File: src/rtl/uart_tx_ctrl.sv
// uart_tx_ctrl: UART transmit sequencer, serialises one byte per frame on s_tick timing.
// Ports: clk, reset (sync, active-high), tx_start (send request, IDLE only),
//        s_tick (16x oversampling tick), din[7:0] (byte, [DBIT-1:0] used),
//        tx_busy (frame in flight), tx_done_tick (end-of-stop pulse), tx (registered line).
// Optional: define UART_TX_PARITY_EN to insert an even-parity bit between data and stop.
module uart_tx_ctrl #(
    parameter int DBIT    = 8,
    parameter int SB_TICK = 16
) (
    input  logic       clk,
    input  logic       reset,
    input  logic       tx_start,
    input  logic       s_tick,
    input  logic [7:0] din,
    output logic       tx_busy,
    output logic       tx_done_tick,
    output logic       tx
);
    localparam logic [2:0] N_LAST = 3'(DBIT - 1);
    localparam logic [4:0] S_LAST = 5'(SB_TICK - 1);
`ifdef UART_TX_PARITY_EN
    typedef enum logic [2:0] {IDLE, START, DATA, PARITY, STOP} state_t;
    logic p, p_n;
`else
    typedef enum logic [2:0] {IDLE, START, DATA, STOP} state_t;
`endif
    state_t     state, state_n;
    logic [4:0] s, s_n;
    logic [2:0] n, n_n;
    logic [7:0] b, b_n;
    logic       tx_n;
    always_ff @(posedge clk) begin
        if (reset) begin
            state <= IDLE;
            s     <= '0;
            n     <= '0;
            b     <= '0;
            tx    <= 1'b1;
`ifdef UART_TX_PARITY_EN
            p     <= 1'b0;
`endif
        end else begin
            state <= state_n;
            s     <= s_n;
            n     <= n_n;
            b     <= b_n;
            tx    <= tx_n;
`ifdef UART_TX_PARITY_EN
            p     <= p_n;
`endif
        end
    end
    // tx_n is the line value for the cycle after the edge, so tx changes
    // exactly on the edge that changes state.
    always_comb begin
        state_n      = state;
        s_n          = s;
        n_n          = n;
        b_n          = b;
        tx_n         = tx;
        tx_done_tick = 1'b0;
`ifdef UART_TX_PARITY_EN
        p_n          = p;
`endif
        case (state)
            IDLE: begin
                tx_n = 1'b1;
                if (tx_start) begin
                    state_n = START;
                    s_n     = '0;
                    b_n     = din;
                    tx_n    = 1'b0;
`ifdef UART_TX_PARITY_EN
                    p_n     = ^din[DBIT-1:0];
`endif
                end
            end
            START: begin
                if (s_tick) begin
                    if (s == 5'd15) begin
                        s_n     = '0;
                        state_n = DATA;
                        tx_n    = b[0];
                    end else s_n = s + 5'd1;
                end
            end
            DATA: begin
                if (s_tick) begin
                    if (s == 5'd15) begin
                        s_n = '0;
                        b_n = b >> 1;
                        if (n == N_LAST) begin
                            n_n = '0;
`ifdef UART_TX_PARITY_EN
                            state_n = PARITY;
                            tx_n    = p;
`else
                            state_n = STOP;
                            tx_n    = 1'b1;
`endif
                        end else begin
                            n_n  = n + 3'd1;
                            tx_n = b[1];
                        end
                    end else s_n = s + 5'd1;
                end
            end
`ifdef UART_TX_PARITY_EN
            PARITY: begin
                if (s_tick) begin
                    if (s == 5'd15) begin
                        s_n     = '0;
                        state_n = STOP;
                        tx_n    = 1'b1;
                    end else s_n = s + 5'd1;
                end
            end
`endif
            STOP: begin
                tx_n = 1'b1;
                if (s_tick) begin
                    if (s == S_LAST) begin
                        tx_done_tick = 1'b1;
                        s_n          = '0;
                        state_n      = IDLE;
                    end else s_n = s + 5'd1;
                end
            end
            default: begin
                state_n = IDLE;
                tx_n    = 1'b1;
            end
        endcase
    end
    assign tx_busy = (state != IDLE);
endmodule

File: config.mk
export PLATFORM = sky130hd
export DESIGN_NAME = uart_tx_ctrl
export DESIGN_NICKNAME = d
export VERILOG_FILES = /design/src/rtl/uart_tx_ctrl.sv
export SDC_FILE = /design/constraint.sdc
export NUM_CORES = 1
export LEC_CHECK = 0
export ABC_CLOCK_PERIOD_IN_PS = 4900
export CAP_MARGIN = 20
export CELL_PAD_IN_SITES_DETAIL_PLACEMENT = 0
export CELL_PAD_IN_SITES_GLOBAL_PLACEMENT = 1
export CORE_MARGIN = 5
export CORE_UTILIZATION = 45
export CTS_CLUSTER_SIZE = 40
export DETAILED_ROUTE_END_ITERATION = 12
export PLACE_DENSITY = 0.82
export SLEW_MARGIN = 10
export SYNTH_ARGS = -nofsm -noshare
export SYNTH_HDL_FRONTEND = slang
export SYNTH_SLANG_ARGS = --single-unit
File: constraint.sdc
create_clock -name clk -period 4.9 [get_ports clk]
set_input_delay 0.98 -clock clk [delete_from_list [all_inputs] [get_ports clk]]
set_output_delay 0.98 -clock clk [all_outputs]
set_load 0.01 [all_outputs]
==> flow_metrics.tcl, run 1 <==
set metrics [dict create \
    ys_seq_area_share_pct 32.7 \
    required_ns 3.92 \
    hold_depth 2 \
    post-cts-setup-buffers 0 \
    clkLatencyLatePin_ns 0.30 \
    fin_worst_skew_ns 0.00571 \
    synthCells 119 \
    fp.dieH_um 60.8 \
    dieWidth_um 60.8 \
    cpMaxStageDelayCell "clkdlybuf4s50_1" \
    synthesis.area_sq_um 1160 \
    fmax_mhz 296 \
    die_area_sq_um 3700 \
    syn2layout_area_growth_pct 14.0 \
    whs_endpoint "n[1]" \
    clockBufferDepth 2 \
    clk_pin_slew_ns 0.11 \
    power_density_nw_per_um2 493 \
    drive_above_1_share_pct 14.4 \
    reg2reg_slack_ns 2.71 \
    avgSynthCellArea_sq_um 9.77 \
    clkPwrFrac_pct 12.4 \
    h-tree-depth 1 \
    fin_nets 154 \
    setup_ws_ns 1.52 \
    cts_tree "yes" \
    cts_resized 0 \
    seq_power_share_pct 35.4 \
    core_sq_um 2480 \
    arrival_ns 2.40 \
    final.min_clock_period_ns 3.38 \
    hold_start "n[1]" \
    drtPass1Iterations 4 \
    fin_cells 162 \
    vdd_ir_drop_max_v 0.000241 \
    max_slew_margin_pct 43.3 \
    hp-class "reg -> reg" \
    avgRoutedWirePerCell_um 13.7 \
    grt_util_all_layers_pct 13.2 \
    dpl.hpwl_um 1610 \
    rsz0062_at_grt "no" \
    startpoint_type "primary input" \
    r2r_end "b[3]" \
    tightestPinTransition_ns 0.850 \
    wl_um 2230 \
    syn_nets 140 \
    num_rows 18 \
    slowest_delay_ns 0.52 \
    r2r_start "state[0]" \
    reg2regPathDepth 6 \
    status "finished, final reports clean" \
    drc 0 \
    yosys_warnings 0 \
    power.internal_uw 382 \
    setup_viol 0 \
    maxCapViolations 0 \
    cts_inserted_buffers 3 \
    clkSinkCount 19 \
    combinationalPowerShare_pct 52.2 \
    grt_pass1_vias 858 \
    portBuffers 14 \
    switching_power_uw 271 \
    grt_max_degree 23 \
    crit_start "s_tick" \
    antenna_left 0 \
    ys_types 38 \
    post-place-ws_ns 1.51 \
    finalSetupTns_ns 0 \
    antenna_found_initial 0 \
    path_class "in -> out" \
    ios 15 \
    cts_root_buf "clkbuf_4" \
    critPathMaxFanout 3 \
    dp_cells 158 \
    grt_pass1_wl_um 3750 \
    ys_ff_latch 19 \
    cp_cell_sequence "clkdlybuf4s50_1, nor2b_1, and3_2, clkdlybuf4s50_1" \
    hold_viol 0 \
    place.gp.congestion 0.767 \
    worstSetupEndpointType "primary output" \
    period_share_pct 68.9 \
    hold-worst-slack_ns 0.483 \
    cp_common_cell "clkdlybuf4s50_1" \
    hold_buffers 0 \
    diodes 0 \
    drt-initial-drc-count 8 \
    start_util_pct 46.9 \
    via_per_inst 5.62 \
    power.leakage_uw 0.000485 \
    grt_overflow 0 \
    route.vias.total 910 \
    slew_violations 0 \
    p_sw_share_pct 41.5 \
]
==> worst max path at each step <==
stage | cells past startpoint | slack [ns] | endpoint
CTS | 4 | 1.51 | tx_done_tick
global route | 4 | 1.44 | tx_done_tick
global placement | 4 | 1.56 | tx_done_tick
floorplan | 2 | 2.57 | tx_done_tick
detailed placement | 4 | 1.51 | tx_done_tick
finish | 4 | 1.52 | tx_done_tick
==> per-stage QoR <==
step                power (uW)  cell area, sq um  util [%]
floorplan                  518              1160         -
global placement           572              1300      52.4
detailed placement         577              1300      52.4
CTS                        660              1330      53.5
global route               710              1330      53.5
finish                     653              1330      53.5
==> registers in the layout, summed over array words and instances (netlist names) <==
register / count
n: 3
s: 5
b: 8
tx: 1
state: 2
==> kinds of logic after synthesis <==
group | after synthesis | share of synthesized area [%]
AND/OR/NAND/NOR | 38 | 21.2
AO/OA/AOI/OAI | 34 | 22.8
flip-flops | 19 | 32.7
multiplexers | 10 | 8.72
buffers and inverters | 9 | 4.84
adder cells (fa/ha/maj) | 9 | 9.69
==> per-layer routing <==
layer / global-route usage [%] / vias up / wire length (um)
met5: 0 / - / 0
met4: 4.64 / 0 / 27
met3: 2.77 / 4 / 91
met2: 23.4 / 19 / 1030
met1: 15.7 / 421 / 1080
li1: - / 466 / -
==> power groups by stage <==
stage | Sequential [uW] | Combinational (uW) | Clock (uW)
finish | 231 | 341 | 81.1
global placement | 232 | 340 | 0
floorplan | 229 | 289 | 0
CTS | 231 | 345 | 84.4
detailed placement | 234 | 342 | 0
global route | 237 | 379 | 93.7
==> synth_stat cells (all sizes together) <==
library cell / instances / share of area, %
nor3: 1 / 0.43
a2111oi: 1 / 2.4
nand3: 7 / 3.9
nand2: 5 / 1.6
inv: 4 / 1.3
o22ai: 1 / 0.54
nor3b: 1 / 0.65
or3b: 1 / 0.75
or3: 1 / 0.54
nor2: 7 / 3.1
buf: 3 / 2.9
o21ai: 7 / 4.0
o41ai: 2 / 1.5
nor4: 1 / 1.1
mux2: 1 / 0.97
and3b: 1 / 0.75
clkbuf: 2 / 0.65
mux2i: 9 / 7.8
a21oi: 15 / 7.4
nand2b: 4 / 2.2
and2: 1 / 0.54
dfxtp: 19 / 33
nand4b: 1 / 0.75
nand3b: 1 / 0.65
and3: 2 / 1.6
o21bai: 1 / 0.65
and2b: 1 / 0.65
and4b: 1 / 0.97
ha: 9 / 9.7
a311oi: 7 / 6.4
nor2b: 2 / 1.1
==> critical path: cells and delay by family <==
family,cells,cell delay [ns]
buffers and inverters,2,1.02
and+or+nand+nor,2,0.39
==> placed cells by master (no fill, tap or decap), drive strengths merged <==
cell type / synthesis / routed
mux2: 1 / 1
mux2i: 9 / 9
nand4b: 1 / 1
nand2b: 4 / 4
clkdlybuf4s50: 0 / 14
o21bai: 1 / 1
ha: 9 / 9
clkbuf: 2 / 4
nor2: 7 / 7
o22ai: 1 / 1
nor3: 1 / 1
nor4: 1 / 1
nor3b: 1 / 1
o41ai: 2 / 2
a21oi: 15 / 15
or3b: 1 / 1
o21ai: 7 / 7
a2111oi: 1 / 1
and2: 1 / 1
dfxtp: 19 / 19
and3b: 1 / 1
nand2: 5 / 5
inv: 4 / 4
nand3: 7 / 7
nand3b: 1 / 1
and4b: 1 / 1
a311oi: 7 / 7
nor2b: 2 / 2
and3: 2 / 2
and2b: 1 / 1
or3: 1 / 1
==> cell type report <==
cell class	instances	area [sq um]
clock buffers	4	26.3
inverters	4	15.0
repair buffers	14	140
multi-input cells	91	726
flip-flops and latches	19	380
fillers	235	1150
well taps	30	37.5
Note: power is estimated with default switching activity, not from simulation.
==> run 2: changes to the inputs <==
Settings changed: ABC_CLOCK_PERIOD_IN_PS 4900 to 3200, CORE_UTILIZATION 45 to 41, PLACE_DENSITY 0.82 to 0.76.
Clock period 4.9 ns to 3.2 ns, I/O delays scaled along.
==> flow_metrics.tcl, run 2 (synthesis results as in run 1) <==
set metrics [dict create \
    drtPass1Iterations 4 \
    h-tree-depth 1 \
    finalPower_uw 1010 \
    startpoint_type "primary input" \
    slowest_delay_ns 0.52 \
    num_rows 19 \
    fmax_mhz 371 \
    slew_violations 0 \
    cts_resized 0 \
    cp_cell_sequence "clkdlybuf4s50_1, nor2b_1, and3_2, clkdlybuf4s50_1" \
    power.leakage_uw 0.000492 \
    diodes 0 \
    final.min_clock_period_ns 2.69 \
    grt_pass1_wl_um 4260 \
    grt_max_degree 16 \
    tightestPinTransition_ns 0.836 \
    clk_pin_slew_ns 0.12 \
    clkPwrFrac_pct 12.3 \
    largest_reg_flops 8 \
    maxCapViolations 0 \
    clkLatencyLatePin_ns 0.29 \
    path_class "in -> out" \
    regArea_sq_um 380 \
    grt_overflow 0 \
    antenna_left 0 \
    drc 0 \
    avgRoutedWirePerCell_um 14.2 \
    start_util_pct 42.5 \
    worstSetupEndpointType "primary output" \
    cpMaxStageDelayCell "clkdlybuf4s50_1" \
    fp.dieH_um 63.2 \
    place.gp.congestion 0.850 \
    grt_util_met3_pct 3.37 \
    use_met1_pct 16.9 \
    clkSinkCount 19 \
    top_usage_layer "met2" \
    nFillCells 268 \
    max_slew_margin_pct 44.3 \
    clockBufferDepth 2 \
    portBuffers 14 \
    layout_common_cells "19 x dfxtp_1, 14 x clkdlybuf4s50_1, 12 x a21oi_1" \
    fin_area_sq_um 1340 \
    vdd_ir_drop_max_v 0.000355 \
    hold-worst-slack_ns 0.484 \
    r2r_start "state[0]" \
    grt_util_all_layers_pct 12.8 \
    power_density_nw_per_um2 753 \
    r2r_end "b[3]" \
    critPathMaxFanout 3 \
    rsz0062_at_grt "no" \
    reg2regPathDepth 6 \
    seq_power_share_pct 35.2 \
    grt_pass1_vias 939 \
    cts_tree "yes" \
    cts_inserted_buffers 3 \
    reg2reg_slack_ns 1.02 \
    die_area_sq_um 4000 \
    power.internal_uw 584 \
    layout.cells.most_common "dfxtp_1" \
    post-cts-setup-buffers 0 \
    p_sw_share_pct 41.9 \
    hold_depth 2 \
    via_per_inst 5.62 \
    period_share_pct 84.2 \
    cts_root_buf "clkbuf_4" \
    finalSetupTns_ns 0 \
    route.vias.total 922 \
    dieWidth_um 63.2 \
    biggestRegsByFlops "b x8, s x5, n x3" \
    fin_worst_skew_ns 0.00242 \
    multi_input_area_sq_um 726 \
    drt-initial-drc-count 42 \
    wl_um 2330 \
    whs_endpoint "n[1]" \
    hold_start "n[1]" \
    cp_common_cell "clkdlybuf4s50_1" \
    syn2layout_area_growth_pct 14.9 \
    hold_viol 0 \
    ios 15 \
    required_ns 2.56 \
    core_sq_um 2730 \
    status "finished, final reports clean" \
    hold_buffers 0 \
    switching_power_uw 421 \
    drive_above_1_share_pct 15.8 \
    setup_viol 0 \
    arrival_ns 2.05 \
    combinationalPowerShare_pct 52.5 \
    antenna_found_initial 0 \
    dpl-instance-area_sq_um 1310 \
    dpl.hpwl_um 1750 \
    largest_register "b" \
    fin_nets 155 \
    use_met2_pct 20.0 \
    hp-class "reg -> reg" \
]
[run 2: area by class of cell]
| cell class | instances | area share (%) |
|---|---|---|
| Multi-Input combinational cell | 91 | 54.4 |
| Sequential cell | 19 | 28.5 |
| Timing Repair Buffer | 15 | 11.1 |
| Tap cell | 31 | 2.91 |
| Clock buffer | 3 | 1.69 |
| Inverter | 4 | 1.12 |
| Clock inverter | 1 | 0.375 |
[run 2: worst max path at each step]
stage	startpoint	end	slack, ns	cells after the start
3_5_place_dp	s_tick	tx_done_tick	0.49	4
3_3_place_gp	s_tick	tx_done_tick	0.53	4
5_1_grt	s_tick	tx_done_tick	0.44	4
6_report	s_tick	tx_done_tick	0.51	4
2_1_floorplan	s_tick	tx_done_tick	1.55	2
4_1_cts	s_tick	tx_done_tick	0.48	4
[run 2: power by group through the flow]
stage          Combinational [uW]  Clock [uW]  Sequential, uW
2_1_floorplan                 442           0             351
4_1_cts                       534         131             355
3_5_place_dp                  531           0             360
6_report                      528         124             354
5_1_grt                       593         143             363
3_3_place_gp                  520           0             357
[run 2: layer usage]
metal,wire length [um],vias to the layer above
met5,0,-
met4,36,0
met3,89,4
met2,1060,21
met1,1140,425
li1,-,472
[run 2: stage by stage]
stage	std cells	util [%]	setup slack (ns)
detailed placement	160	47.8	0.491
floorplan	119	-	1.55
finish	164	48.8	0.506
global route	164	48.8	0.441
CTS	164	48.8	0.484
global placement	160	47.8	0.535
[run 2: worst max-delay path, delay by kind of cell]
kind,cells,cell delay (ns)
buffers and inverters,2,1.02
and+or+nand+nor,2,0.39
==> run 3: changes to the inputs <==
Settings changed: ABC_CLOCK_PERIOD_IN_PS 3200 to 2400, CORE_UTILIZATION 41 to 37, PLACE_DENSITY 0.76 to 0.72.
Clock period 3.2 ns to 2.4 ns, I/O delays scaled along.
==> flow_metrics.tcl, run 3 (synthesis results as in run 1) <==
set metrics [dict create \
    status "finished, final reports clean" \
    cp_top_family "buffers and inverters" \
    biggestRegsByFlops "b x8, s x5, n x3" \
    clk_pin_slew_ns 0.10 \
    critPathMaxFanout 3 \
    finalPower_uw 1360 \
    drive_above_1_share_pct 19.1 \
    layout_common_cells "18 x dfxtp_1, 14 x clkdlybuf4s50_1, 12 x a21oi_1" \
    antenna_left 0 \
    vdd_ir_drop_max_v 0.000344 \
    finalSetupTns_ns 0 \
    cts_tree "yes" \
    reg2regPathDepth 6 \
    maxCapViolations 0 \
    slew_violations 0 \
    drt-initial-drc-count 38 \
    final.min_clock_period_ns 2.33 \
    crit_start "s_tick" \
    fin_worst_skew_ns 0.00649 \
    largest_reg_flops 8 \
    setup_viol 0 \
    critPathBufInv 2 \
    clkLatencyLatePin_ns 0.30 \
    grt_util_all_layers_pct 12.3 \
    cts_resized 0 \
    cp_cell_sequence "clkdlybuf4s50_1, nor2b_2, and3_2, clkdlybuf4s50_1" \
    cts_inserted_buffers 3 \
    slowest_delay_ns 0.52 \
    h-tree-depth 1 \
    route.vias.total 932 \
    power_density_nw_per_um2 984 \
    grt_max_degree 16 \
    worstSetupEndpointType "primary output" \
    hold_buffers 0 \
    hold_depth 2 \
    place.gp.congestion 0.791 \
    fin_nets 158 \
    startpoint_type "primary input" \
    cpMaxStageDelayCell "clkdlybuf4s50_1" \
    antenna_found_initial 0 \
    reg2reg_slack_ns 0.47 \
    whs_endpoint "n[1]" \
    arrival_ns 1.85 \
    layout.cells.most_common "dfxtp_1" \
    via_per_inst 5.18 \
    grt_overflow 0 \
    num_rows 20 \
    required_ns 1.92 \
    post-cts-setup-buffers 0 \
    syn2layout_area_growth_pct 18.6 \
    portBuffers 14 \
    hp-class "reg -> reg" \
    post-place-ws_ns 0.0398 \
    r2r_end "b[3]" \
    drtPass1Iterations 4 \
    avgRoutedWirePerCell_um 13.5 \
    cp_common_cell "clkdlybuf4s50_1" \
    core_sq_um 3030 \
    period_share_pct 97.0 \
    grt_pass1_wl_um 4230 \
    max_slew_margin_pct 68.3 \
    cts_root_buf "clkbuf_4" \
    grt_pass1_vias 952 \
    hold_start "n[1]" \
    clockBufferDepth 2 \
    r2r_start "state[0]" \
    fp.dieH_um 66.1 \
    diodes 0 \
    hold_viol 0 \
    power.leakage_uw 0.000503 \
    ios 15 \
    path_class "in -> out" \
    dieWidth_um 66.1 \
    tightestPinTransition_ns 0.476 \
    wl_um 2430 \
    fmax_mhz 429 \
    drc 0 \
    clkSinkCount 19 \
    start_util_pct 38.4 \
    setup_ws_ns 0.0713 \
    dpl.hpwl_um 1830 \
    rsz0062_at_grt "no" \
    die_area_sq_um 4360 \
    largest_register "b" \
]
==> run 3: cell types whose count changed in the layout (fill, tap and decap cells not counted), sizes merged <==
cell,before,now
clkbuf,3,4
clkinv,1,0
buf,1,4
==> run 3: area by class of cell <==
cell class,instances,area (sq um)
fillers,314,1650
repair buffers,18,170
multi-input cells,91,731
clock buffers,4,26.3
well taps,44,55.1
flip-flops and latches,19,382
inverters,4,15.0
==> run 3: how the worst max path moves through the flow <==
| stage | endpoint | slack [ns] | depth (start not counted) |
|---|---|---|---|
| 2_1_floorplan | b[5] | 0.79 | 7 |
| 3_3_place_gp | tx_done_tick | 0.09 | 4 |
| 3_5_place_dp | tx_done_tick | 0.04 | 4 |
| 4_1_cts | tx_done_tick | 0.03 | 4 |
| 5_1_grt | tx_done_tick | 0.02 | 4 |
| 6_report | tx_done_tick | 0.07 | 4 |
==> run 3: per-layer routing <==
metal	vias to the layer above	global-route usage [%]	routed length, um
met3	4	2.72	92
li1	477	-	-
met5	-	0	0
met1	435	15.1	1150
met4	0	4.57	30
met2	16	20.8	1160
==> run 3: where the power goes <==
group | leakage [uW] | switching (uW) | internal, uW
registers | 0.000156 | 62.1 | 411
clock network | 0.0000150 | 102 | 64.8
logic | 0.000332 | 403 | 314
total | 0.000503 | 567 | 789
==> run 3: metrics by stage <==
stage                     area [sq um]  hold slack [ns]  std cells  utilization [%]
after floorplan                   1160            0.444        119                -
after global placement            1350            0.451        176             44.5
after detailed placement          1350            0.469        176             44.5
after CTS                         1370            0.487        180             45.3
after global routing              1380            0.493        180             45.5
final                             1380            0.482        180             45.5
==> run 3: worst reg2reg max path: stages (launching register included) <==
cell and delay [ns]:
dfxtp_1 0.40, inv_1 0.12, ha_1 0.30, and2b_1 0.28
nor2_4 0.37, a21oi_1 0.12, a311oi_1 0.26
